## config.mk

```make
export PLATFORM = sky130hd
export DESIGN_NAME = vram_dma_engine
export DESIGN_NICKNAME = d
export VERILOG_FILES = /design/src/rtl/vram_dma_pkg.sv /design/src/rtl/vram_dma_credit.sv /design/src/rtl/vram_dma_engine.sv
export SDC_FILE = /design/constraint.sdc
export NUM_CORES = 1
export LEC_CHECK = 0
export CAP_MARGIN = 20
export CORE_ASPECT_RATIO = 1.25
export CORE_MARGIN = 5
export CORE_UTILIZATION = 48
export CTS_CLUSTER_SIZE = 28
export DETAILED_ROUTE_END_ITERATION = 16
export GPL_ROUTABILITY_DRIVEN = 1
export PLACE_DENSITY_LB_ADDON = 0.2
export SYNTH_ARGS = -nofsm -noshare
export SYNTH_HDL_FRONTEND = slang
export SYNTH_SLANG_ARGS = --single-unit
```

## constraint.sdc

```tcl
create_clock -name clk -period 4.2 [get_ports clk]
set_input_delay 0.84 -clock clk [delete_from_list [all_inputs] [get_ports clk]]
set_output_delay 0.84 -clock clk [all_outputs]
set_load 0.01 [all_outputs]
```

## src/rtl/vram_dma_pkg.sv

```systemverilog
// Shared types and constants for the SDRAM-to-VRAM bulk copier.
package vram_dma_pkg;

  localparam int VRAM_DMA_DATA_W     = 128;
  localparam int VRAM_DMA_BYTE_SHIFT = 4;

  typedef enum logic [1:0] {
    IDLE,
    ISSUE,
    DRAIN,
    DONE
  } dma_state_t;

endpackage

```

## src/rtl/vram_dma_credit.sv

```systemverilog
// Outstanding-read tracker: counts accepted-but-unreturned reads and flags full.
// Latency: count updates on the clock after inc/dec; full is a direct decode of the count.
// Backpressure: full blocks further issue; inc while full and dec while empty are ignored.
module vram_dma_credit #(
  parameter int MAX_OUTSTANDING = 8
) (
  input  logic clk,
  input  logic rst_n,
  input  logic clr,
  input  logic inc,
  input  logic dec,
  output logic full
);

  localparam int CW = $clog2(MAX_OUTSTANDING) + 1;

  logic [CW-1:0] cnt;
  logic          inc_ok;
  logic          dec_ok;

  assign full   = (cnt == CW'(MAX_OUTSTANDING));
  assign inc_ok = inc && !full;
  assign dec_ok = dec && (cnt != '0);

  always_ff @(posedge clk or negedge rst_n) begin
    if (!rst_n) begin
      cnt <= '0;
    end else if (clr) begin
      cnt <= '0;
    end else begin
      case ({inc_ok, dec_ok})
        2'b10:   cnt <= cnt + CW'(1);
        2'b01:   cnt <= cnt - CW'(1);
        default: cnt <= cnt;
      endcase
    end
  end

endmodule

```

## src/rtl/vram_dma_engine.sv

```systemverilog
// Copies a WORDS x 128-bit image from SDRAM (Avalon-MM read master) into VRAM, in order. Optional macro VRAM_DMA_PERF_EN adds dma_cycles.
// Latency: one cycle from avm_readdatavalid to h2f_vram_wren; the finish pulse coincides with the last write.
// Backpressure: address/read held under avm_waitrequest; at most MAX_OUTSTANDING reads in flight.
module vram_dma_engine
  import vram_dma_pkg::*;
#(
  parameter int WORDS           = 4096,
  parameter int VRAM_AW         = 12,
  parameter int MAX_OUTSTANDING = 8,
  parameter int SDRAM_AW        = 28
) (
  input  logic                       clk,
  input  logic                       rst_n,
  input  logic [31:0]                dma_engine_src_addr,
  input  logic                       dma_engine_start,
  output logic                       dma_engine_finish,
  output logic                       dma_busy,
  output logic [SDRAM_AW-1:0]        avm_address,
  output logic                       avm_read,
  input  logic                       avm_waitrequest,
  input  logic [VRAM_DMA_DATA_W-1:0] avm_readdata,
  input  logic                       avm_readdatavalid,
  output logic [VRAM_AW-1:0]         h2f_vram_wraddr,
  output logic                       h2f_vram_wren,
  output logic [VRAM_DMA_DATA_W-1:0] h2f_vram_wrdata
`ifdef VRAM_DMA_PERF_EN
  ,
  output logic [31:0]                dma_cycles
`endif
);

  localparam int CNT_W = VRAM_AW + 1;

  dma_state_t          state;
  dma_state_t          state_nxt;
  logic [SDRAM_AW-1:0] base;
  logic [CNT_W-1:0]    issue_cnt;
  logic [CNT_W-1:0]    ret_cnt;
  logic                start_acc;
  logic                rd_acc;
  logic                ret_vld;
  logic                cred_full;
  logic                last_issue;
  logic                last_ret;

  assign start_acc  = (state == IDLE) && dma_engine_start;
  assign rd_acc     = avm_read && !avm_waitrequest;
  assign ret_vld    = avm_readdatavalid && ((state == ISSUE) || (state == DRAIN));
  assign last_issue = (issue_cnt == CNT_W'(WORDS - 1));
  assign last_ret   = (ret_cnt == CNT_W'(WORDS - 1));

  vram_dma_credit #(
    .MAX_OUTSTANDING(MAX_OUTSTANDING)
  ) u_credit (
    .clk  (clk),
    .rst_n(rst_n),
    .clr  (start_acc),
    .inc  (rd_acc),
    .dec  (ret_vld),
    .full (cred_full)
  );

  always_ff @(posedge clk or negedge rst_n) begin
    if (!rst_n) begin
      state <= IDLE;
    end else begin
      state <= state_nxt;
    end
  end

  // Issue side only changes address on acceptance, so it stays stable under waitrequest.
  always_comb begin
    state_nxt         = state;
    avm_read          = 1'b0;
    avm_address       = '0;
    dma_engine_finish = 1'b0;
    dma_busy          = (state != IDLE);
    case (state)
      IDLE: begin
        if (dma_engine_start) state_nxt = ISSUE;
      end
      ISSUE: begin
        avm_read    = !cred_full;
        avm_address = base + SDRAM_AW'(issue_cnt);
        if (rd_acc && last_issue) state_nxt = DRAIN;
      end
      DRAIN: begin
        if (ret_vld && last_ret) state_nxt = DONE;
      end
      DONE: begin
        dma_engine_finish = 1'b1;
        state_nxt         = IDLE;
      end
      default: state_nxt = IDLE;
    endcase
  end

  always_ff @(posedge clk or negedge rst_n) begin
    if (!rst_n) begin
      base      <= '0;
      issue_cnt <= '0;
      ret_cnt   <= '0;
    end else if (start_acc) begin
      base      <= SDRAM_AW'(dma_engine_src_addr >> VRAM_DMA_BYTE_SHIFT);
      issue_cnt <= '0;
      ret_cnt   <= '0;
    end else begin
      if (rd_acc)  issue_cnt <= issue_cnt + CNT_W'(1);
      if (ret_vld) ret_cnt   <= ret_cnt + CNT_W'(1);
    end
  end

  // Responses are in order, so the return count is the VRAM address.
  always_ff @(posedge clk or negedge rst_n) begin
    if (!rst_n) begin
      h2f_vram_wren   <= 1'b0;
      h2f_vram_wraddr <= '0;
      h2f_vram_wrdata <= '0;
    end else begin
      h2f_vram_wren <= ret_vld;
      if (ret_vld) begin
        h2f_vram_wraddr <= ret_cnt[VRAM_AW-1:0];
        h2f_vram_wrdata <= avm_readdata;
      end
    end
  end

`ifdef VRAM_DMA_PERF_EN
  // The start cycle counts as 1; every busy cycle through DONE adds one.
  always_ff @(posedge clk or negedge rst_n) begin
    if (!rst_n) begin
      dma_cycles <= '0;
    end else if (start_acc) begin
      dma_cycles <= 32'd1;
    end else if ((state != IDLE) && (dma_cycles != 32'hFFFF_FFFF)) begin
      dma_cycles <= dma_cycles + 32'd1;
    end
  end
`endif

endmodule

```

==> reports/metrics.cfg <==
[clocking]
cts-buffers-inserted=22
clk_path_buf_depth=3
htreeDepth=1
root_buffer=clkbuf_16
clkSlewWorstSetupHoldPaths_ns=0.06
cts_tree=built
clk_latency_ns=0.50
numClockSinks=201
cts_hold_buf=0

[grt]
antenna_found_initial=3
grt_pass1_vias=8037
grt_max_degree=89
grt_pass1_wl_um=42000
overflow=0
grt_usage_pct=23.9

[timing]
relSlewSlack_pct=39.7
worst_pin_slew_ns=0.904
hold_viol_final=0
setup_viol=0
rsz0062_at_grt=yes
drv_slew=0
fin_ws_ns=0.141
skew_ns=0.0124
fmax_mhz=246
min_period_over_period_pct=96.6
layout_min_cycle_time_ns=4.06
holdWs_ns=0.380

[placement]
place_ws_ns=0.320
port_buffers=332
place_hpwl_um=19300
gp_congestion=0.884
placed_cell_area_um2=12600

[critical_path]
worstPathCellList=ha_2, fa_2, a21o_1, a221o_1, a21oi_4, buf_4, a211oi_1, xnor2_1, nor2_1, clkdlybuf4s50_1
rrSetupSlack_ns=1.37
reg2reg_to=u_credit.cnt[3]$_DFFE_PN0P_
cpPeakStageDelay_ns=0.53
crit_slowest_cell=clkdlybuf4s50_1
path_class=flip-flop to output pin
start_kind=flip-flop
crit_arrival_ns=3.22
cp.required_ns=3.36
rr_worst_depth=11
crit_fanout=3
reg2reg_from=state[1]$_DFFE_PN0P_
endpoint_kind=output pin

[logic_synthesis]
synth_warnings=0
ys_async_sr_fraction_pct=100
synth_area_per_cell_um2=9.17
syn-cell-area_um2=9060
synthFlopType=dfrtp_1
syn_nets=1176
yosysSeqAreaShare_pct=55.5
synth_cells=988
synth_seq_cells=201
synth_cell_types=52
synth-edff-count=0

[detailed_routing]
vias=7857
postRouteWirelength_um=26600
dr.pass1.iters=4
ant_nets=0
drc=0
drtIter0Drc=354
avgViaCountPerCell=5.02
wl_per_cell_um=17.0

[final_layout]
most-common-layout-cells=nand2_1 (447), clkdlybuf4s50_1 (325), dfrtp_1 (201), nor2_1 (49), mux2_2 (27)
fillCellCount=1373
post-route-util_pct=72.3
diodes=0
syn_to_final_growth_pct=48.7
register_area_um2=5030
stdcell_area_um2=13500
final_common_cell=nand2_1
final_layout_size_suffix_gt1_share_pct=7.80
multiInputGateArea_um2=3900
fin_nets=1505

[floorplan]
dieArea_um2=21700
die_w_um=133
core-area_um2=18600
initial_core_util_pct=48.6
pin_count=337
rows=56
fp.dieH_um=164

[power]
power-per-cell-area_nw_per_um2=726
leakage_nw=6.43
ir_worst_vdd_mv=0.462

[worst_hold_path]
hold_class=input pin to async pin

[flow_run]
max_cap_violations=0

[status]
status=finished clean

-- timing repair --
action                                  4_1_cts  5_1_grt
endpoints found under the setup margin       11       14
pin swaps                                     3        5
buffers inserted                              3        1
gates resized for setup                       6       11
-- sequential cells by signal, indices dropped and copies added (netlist names) --
| name | count |
|---|---|
| h2f_vram_wraddr | 12 |
| state | 2 |
| h2f_vram_wren | 1 |
| issue_cnt | 13 |
| base | 28 |
| ret_cnt | 13 |
| u_credit.cnt | 4 |
| h2f_vram_wrdata | 128 |
-- cells by family after synthesis --
kind of cell	count (synthesis)	synth area share, %
XOR/XNOR	34	3.29
AND/OR/NAND/NOR	560	25.4
buffers and inverters	56	2.32
multiplexers	35	4.24
AO/OA/AOI/OAI	79	5.93
flip-flops	201	55.5
adder cells (fa/ha/maj)	23	3.26
-- critical path, delay by kind of cell, from the launching register on --
kind	cells	cell delay (ns)
compound gates	4	0.83
buf+inv	2	0.68
fa+ha+maj	2	0.56
flops	1	0.39
xor+xnor	1	0.16
simple gates	1	0.08
-- cell usage after synthesis, drive strengths merged, types with 6 or more instances --
cell,instances,share of area (%)
a211oi,6,0.50
mux2,27,3.4
o21ai,16,0.88
xnor2,17,1.6
nand3,16,0.88
mux2i,8,0.88
clkbuf,38,1.6
xor2,17,1.6
and3,6,0.41
a21o,6,0.50
a21oi,25,1.5
nor2,51,2.1
dfrtp,201,56
nand2,448,19
ha,22,3.0
inv,14,0.58
nand2b,9,0.62
-- final cells by class --
| class | count | share of cell area, % |
|---|---|---|
| Sequential cell | 201 | 37.3 |
| Clock buffer | 31 | 4.87 |
| Inverter | 14 | 0.409 |
| Tap cell | 232 | 2.15 |
| Multi-Input combinational cell | 731 | 28.9 |
| Timing Repair Buffer | 347 | 25.9 |
| Clock inverter | 9 | 0.446 |
-- layer usage --
layer  vias to the layer above  GRT usage, %  part of all wire [%]
met1                      3665          28.1                    38
met2                       274          40.4                    49
met3                        67          8.50                   9.2
met4                         4          8.51                   3.5
li1                       3847             -                     -
met5                         -             0                 0.086
-- worst max path at each step --
stage | depth (start not counted) | endpoint | from | slack, ns
after floorplan | 8 | avm_address[16] | issue_cnt[0]$_DFFE_PN0P_ | 1.04
after global placement | 9 | avm_address[16] | issue_cnt[0]$_DFFE_PN0P_ | 0.38
after detailed placement | 9 | avm_address[16] | issue_cnt[0]$_DFFE_PN0P_ | 0.32
after CTS | 8 | avm_address[25] | issue_cnt[4]$_DFFE_PN0P_ | 0.02
after global routing | 8 | avm_address[19] | issue_cnt[11]$_DFFE_PN0P_ | -0.02
final | 10 | avm_address[26] | issue_cnt[0]$_DFFE_PN0P_ | 0.14
-- where the power goes --
group / total [mW] / switching [mW] / leakage (nW) / internal, mW
registers: 3.30 / 0.540 / 2.53 / 2.76
clock network: 1.88 / 0.787 / 0.353 / 1.10
logic: 4.60 / 2.36 / 3.55 / 2.24
-- through the flow --
| stage | TNS (ns) | total power, mW | std cells |
|---|---|---|---|
| 6_report | 0 | 9.78 | 1565 |
| 2_1_floorplan | 0 | 5.56 | 988 |
| 5_1_grt | -0.0182 | 10.5 | 1565 |
| 3_5_place_dp | 0 | 7.92 | 1521 |
| 3_3_place_gp | 0 | 7.78 | 1520 |
| 4_1_cts | 0 | 9.87 | 1564 |
No activity file was read; power rests on OpenSTA's default activity.
